### config.mk
export PLATFORM = sky130hd
export DESIGN_NAME = wr_ddr_burst_master
export DESIGN_NICKNAME = d
export VERILOG_FILES = /design/src/rtl/wr_ddr_burst_master.sv
export SDC_FILE = /design/constraint.sdc
export NUM_CORES = 1
export LEC_CHECK = 0
export ABC_AREA = 0
export BUFFER_PORTS_ARGS = -buffer_cell sky130_fd_sc_hd__buf_2
export CAP_MARGIN = 20
export CORE_AREA = 2 2 251 253
export CTS_CLUSTER_DIAMETER = 40
export CTS_CLUSTER_SIZE = 14
export DETAILED_ROUTE_END_ITERATION = 16
export DIE_AREA = 0 0 253 255
export GPL_TIMING_DRIVEN = 1
export PLACE_DENSITY = 0.34
export SLEW_MARGIN = 20
export SYNTH_ARGS = -nofsm -noshare
export SYNTH_HDL_FRONTEND = slang
export SYNTH_SLANG_ARGS = --single-unit
export TNS_END_PERCENT = 50
### constraint.sdc
create_clock -name clk -period 2.2 [get_ports clk]
set_input_delay 0.11 -clock clk [delete_from_list [all_inputs] [get_ports clk]]
set_output_delay 0.11 -clock clk [all_outputs]
set_load 0.01 [all_outputs]
### src/rtl/wr_ddr_burst_master.sv
// wr_ddr_burst_master: write-direction DDR burst master.
// Pops beats from a prefetch FIFO (valid/ready read port) and issues fixed-length
// AXI4 INCR write bursts on the AW and W channels, one frame of bursts per start.
// Optional feature macro: WR_DDR_BRESP_CHECK_EN adds a B state that waits for each
// write response and records a sticky error on a non-OKAY response.
//
// state     | meaning
// ----------+-------------------------------------------------------------
// IDLE      | no burst in flight; accepts start when not busy
// WAIT_DATA | waits for a full burst of beats in the FIFO before AW
// AW        | m_awvalid held with stable m_awaddr until m_awready
// W         | FIFO head forwarded combinationally to the W channel
// B         | (macro only) m_bready high, waits for the write response
module wr_ddr_burst_master #(
    parameter int ADDR_W    = 28,
    parameter int DATA_W    = 256,
    parameter int LEVEL_W   = 10,
    parameter int BURST_LEN = 16,
    parameter int CNT_W     = 16
) (
    input  logic                clk,
    input  logic                rst_n,
    input  logic                start,
    input  logic [ADDR_W-1:0]   frame_base,
    input  logic [CNT_W-1:0]    frame_bursts,
    output logic                busy,
    output logic                done,
    output logic                err,
    input  logic [DATA_W-1:0]   fifo_data,
    input  logic                fifo_vld,
    output logic                fifo_rd_en,
    input  logic [LEVEL_W-1:0]  fifo_level,
    output logic [ADDR_W-1:0]   m_awaddr,
    output logic [7:0]          m_awlen,
    output logic                m_awvalid,
    input  logic                m_awready,
    output logic [DATA_W-1:0]   m_wdata,
    output logic [DATA_W/8-1:0] m_wstrb,
    output logic                m_wlast,
    output logic                m_wvalid,
    input  logic                m_wready,
    input  logic [1:0]          m_bresp,
    input  logic                m_bvalid,
    output logic                m_bready
);

    localparam logic [7:0]        LAST_BEAT = 8'(BURST_LEN - 1);
    localparam logic [ADDR_W-1:0] ADDR_STEP = ADDR_W'(BURST_LEN * (DATA_W / 8));

    typedef enum logic [2:0] {
        S_IDLE,
        S_WAIT_DATA,
        S_AW,
        S_W
`ifdef WR_DDR_BRESP_CHECK_EN
        , S_B
`endif
    } state_t;

    state_t             state_q;
    state_t             state_d;
    logic [ADDR_W-1:0]  addr_q;
    logic [CNT_W-1:0]   remaining;
    logic [7:0]         beat_cnt;
    logic               start_acc;
    logic               beat_acc;
    logic               last_acc;
    logic               frame_end;

    // A start arriving during the done cycle is dropped because busy is still high.
    assign start_acc = start & ~busy;

    assign m_awaddr = addr_q;
    assign m_awlen  = LAST_BEAT;
    assign m_wdata  = fifo_data;
    assign m_wstrb  = '1;
    assign m_wlast  = (beat_cnt == LAST_BEAT) & m_wvalid;

    // State register.
    always_ff @(posedge clk or negedge rst_n) begin
        if (!rst_n) state_q <= S_IDLE;
        else        state_q <= state_d;
    end

    // Next-state decode and channel handshake outputs.
    always_comb begin
        state_d    = state_q;
        frame_end  = 1'b0;
        beat_acc   = 1'b0;
        last_acc   = 1'b0;
        m_awvalid  = 1'b0;
        m_wvalid   = 1'b0;
        fifo_rd_en = 1'b0;
        case (state_q)
            S_IDLE: begin
                if (start_acc && frame_bursts != '0) state_d = S_WAIT_DATA;
            end
            S_WAIT_DATA: begin
                // Only enter AW once the whole burst is buffered, so W never underflows.
                if (32'(fifo_level) >= 32'(BURST_LEN)) state_d = S_AW;
            end
            S_AW: begin
                m_awvalid = 1'b1;
                if (m_awready) state_d = S_W;
            end
            S_W: begin
                m_wvalid   = fifo_vld;
                fifo_rd_en = m_wready;
                beat_acc   = fifo_vld & m_wready;
                last_acc   = beat_acc & (beat_cnt == LAST_BEAT);
                if (last_acc) begin
`ifdef WR_DDR_BRESP_CHECK_EN
                    state_d = S_B;
`else
                    if (remaining == CNT_W'(1)) begin
                        frame_end = 1'b1;
                        state_d   = S_IDLE;
                    end else begin
                        state_d   = S_WAIT_DATA;
                    end
`endif
                end
            end
`ifdef WR_DDR_BRESP_CHECK_EN
            S_B: begin
                // remaining was already decremented on the last W beat.
                if (m_bvalid) begin
                    if (remaining == '0) begin
                        frame_end = 1'b1;
                        state_d   = S_IDLE;
                    end else begin
                        state_d   = S_WAIT_DATA;
                    end
                end
            end
`endif
            default: state_d = S_IDLE;
        endcase
    end

    // Frame bookkeeping: address, burst and beat counters, busy and done.
    always_ff @(posedge clk or negedge rst_n) begin
        if (!rst_n) begin
            addr_q    <= '0;
            remaining <= '0;
            beat_cnt  <= '0;
            busy      <= 1'b0;
            done      <= 1'b0;
        end else begin
            done <= frame_end;
            if (start_acc) begin
                addr_q    <= frame_base;
                remaining <= frame_bursts;
                beat_cnt  <= '0;
                busy      <= 1'b1;
                done      <= (frame_bursts == '0);
            end else if (done) begin
                busy <= 1'b0;
            end
            if (beat_acc) begin
                if (last_acc) begin
                    beat_cnt  <= '0;
                    addr_q    <= addr_q + ADDR_STEP;
                    remaining <= remaining - CNT_W'(1);
                end else begin
                    beat_cnt  <= beat_cnt + 8'd1;
                end
            end
        end
    end

`ifdef WR_DDR_BRESP_CHECK_EN
    assign m_bready = (state_q == S_B);

    // Sticky response error, cleared only by the next accepted start.
    always_ff @(posedge clk or negedge rst_n) begin
        if (!rst_n)                                         err <= 1'b0;
        else if (start_acc)                                 err <= 1'b0;
        else if (state_q == S_B && m_bvalid && m_bresp != 2'b00) err <= 1'b1;
    end
`else
    assign m_bready = 1'b1;
    assign err      = 1'b0;
    wire unused_bresp = ^{m_bresp, m_bvalid};
`endif

endmodule

==> results_dict.tcl <==
set metrics [dict create \
    grt_max_degree 57 \
    skew_ns 0.0188 \
    gp_congestion 0.689 \
    dieArea_um2 64500 \
    synth_edf_count 0 \
    ys_types 49 \
    r2r_setup_slack_ns 0.11 \
    htree_levels 2 \
    rsz0062_at_grt "true" \
    rr_startpoint "beat_cnt[7]" \
    grtUsageTotal_pct 6.19 \
    post-place-cells 1306 \
    cts_tree "done" \
    crit_chain "or4_4, nor3_4, nor2_2, buf_12, a221o_1" \
    rows 92 \
    synth-seq-cells 56 \
    syn_avg_cell_area_um2 8.18 \
    cp-start-kind "register" \
    crit_fanout 16 \
    vias 3805 \
    postRouteWirelength_mm 20.4 \
    min_period_ns 2.09 \
    gr-total-overflow 0 \
    place.detailed.hpwl_mm 16.2 \
    hold_path.class "input port to register" \
    ys_async_sr_fraction_pct 100 \
    drive_gt1_share_pct 28.4 \
    finalCritPeriodShare_pct 95.2 \
    die_width_um 253 \
    cts_buffer_depth 2 \
    worstReg2RegEnd "remaining[7]" \
    yosys_most_used_dff "dfrtp_1" \
    grt_pass1_wl_mm 27.9 \
    ant_nets 0 \
    insertion_delay_ns 0.34 \
    cts_num_sinks 56 \
    postSynthCellCount 656 \
    area_growth_pct -1.21 \
    num_io_pins 651 \
    start_util_pct 8.63 \
    crit_type "register to register" \
    yosysTopAreaCellShare_pct 41.7 \
    critPathRequiredTime_ns 2.41 \
    drtIter0Drc 188 \
    drt-pass1-iter-count 5 \
    grt_pass1_vias 3800 \
    netlist_area_um2 5370 \
    tightest_slew_ns 0.599 \
    nets 854 \
    cp.arrival_ns 2.30 \
    r2r_cells 5 \
    startpoint "beat_cnt[7]" \
    netlist_top_cells_area "buf_4 42%, dfrtp_1 26%, nand2_1 4.2%, nor2_1 2.5%, o21ai_0 2.5%" \
    endpoint_kind "register" \
    ys_warn_count 0 \
    crit_path_max_incr_delay_ns 0.58 \
    yosys-top-cells-count "298 x buf_4, 60 x nand2_1, 56 x dfrtp_1" \
    status "completed" \
    slew_violations 0 \
    wire_per_inst_um 15.3 \
    numCtsBuffers 5 \
    antenna_found_initial 6 \
    die_h_um 255 \
    remaining_drc_errors 0 \
    synth.most_common_cell "buf_4" \
    synth-seq-area-share_pct 26.1 \
    clkTransAtPathRegs_ns 0.10 \
    p_per_area_nw_per_um2 536 \
    crit_end "remaining[7]" \
    portBuffers 89 \
    postCtsSetupRepairBufs 0 \
    core_um2 62200 \
    cap_violations 0 \
    via_per_inst 2.86 \
    slowest_stage "or4_4" \
    finalHoldViolCount 0 \
    ir_worst_vdd_mv 0.290 \
    synth_top_area_cell "buf_4" \
    root_buffer "clkbuf_16" \
    relSlewSlack_pct 60.0 \
    setup_viol 0 \
    timing.fmax_ghz 0.478 \
    fin_setup_tns_ns 0 \
    fin_cells 1331 \
    p_leak_uw 0.00210 \
]
## worst max-delay path, delay by kind of cell (launching register included)
kind | cells | cell delay [ns]
AO/OA/AOI/OAI | 1 | 0.35
buffers and inverters | 1 | 0.20
AND/OR/NAND/NOR | 3 | 0.99
flip-flops | 1 | 0.43
## how the worst min path moves through the flow
| stage | from | end | cells past startpoint |
|---|---|---|---|
| 6_report | frame_bursts[3] | remaining[3] | 3 |
| 5_1_grt | frame_bursts[9] | remaining[9] | 2 |
| 4_1_cts | frame_bursts[3] | remaining[3] | 3 |
| 3_5_place_dp | rst_n | state_q[0] | 2 |
| 3_3_place_gp | rst_n | state_q[0] | 2 |
| 2_1_floorplan | rst_n | beat_cnt[0] | 0 |
## power by group
group	switching [µW]	internal [µW]	leakage (µW)	total [µW]
logic	358	289	0.00133	646
clock network	531	444	0.0000768	975
registers	96.8	1120	0.000702	1220
## cell families (layout without fill, tap and decap cells)
kind of cell | count (synthesis) | in the layout | synth area share (%)
AO/OA/AOI/OAI | 92 | 92 | 11.7
adder cells (fa/ha/maj) | 8 | 8 | 1.87
buffers and inverters | 322 | 154 | 43.6
flip-flops | 56 | 56 | 26.1
multiplexers | 1 | 1 | 0.210
other | 2 | 46 | 0.140
AND/OR/NAND/NOR | 175 | 175 | 16.4
## per-layer routing
layer  GRT usage (%)  vias up  share of wire, %
li1                -     1631                 -
met1            6.91     1731                39
met2            8.43      302                41
met3            3.93      133                13
met4            4.40        8               6.2
met5           0.526        -              0.41
## layout make-up
type                    instances  area [µm²]
multi-input cells             318        1790
clock buffers                   5         125
clock inverters                 3        28.8
inverters                       7        26.3
well taps                     799        1000
flip-flops and latches         56        1400
fillers                      7305       56900
repair buffers                139         916
diodes                          4        10.0
## state kept, by name, summed over array words and instances, names as in the netlist
name       flops
remaining     16
state_q        2
busy           1
done           1
beat_cnt       8
m_awaddr      28
## cells in the final DEF (no fill, tap or decap), drive strengths merged, types with 2 or more instances in the layout
cell	instances
buf	126
nand2	60
dfrtp	56
conb	42
nor2	36
o21ai	29
nor3	18
a21oi	14
dlygate4sd3	13
a211oi	13
nor4	12
nand3	11
nand4	10
inv	10
and3	8
ha	8
o22ai	7
a221o	6
clkbuf	5
or4	5
diode	4
nor2b	4
a311oi	4
o211ai	4
and2	3
and4	2
a31oi	2
nor3b	2
o311ai	2
o41ai	2
o31ai	2
## what timing repair did
| action | CTS | global route |
|---|---|---|
| hold buffers | 13 | 0 |
| setup endpoints to repair | 1 | 3 |
| endpoints found under the hold margin | 68 | 0 |
| gates resized for setup | 1 | 2 |
## per-stage QoR
stage               total power [µW]  hold WS, ns  util, %  setup WS (ns)  cell area [µm²]
CTS                             2940      0.00132     8.50         0.0699             5280
global route                    3050       0.0278     8.51        -0.0160             5290
floorplan                       2090       -0.186        -          0.228             5520
finish                          2840       0.0227     8.53          0.107             5300
detailed placement              1870        0.173     8.03         0.0170             4990
global placement                1870        0.167     8.03         0.0645             4990
Power figures use the tool's default switching activity.
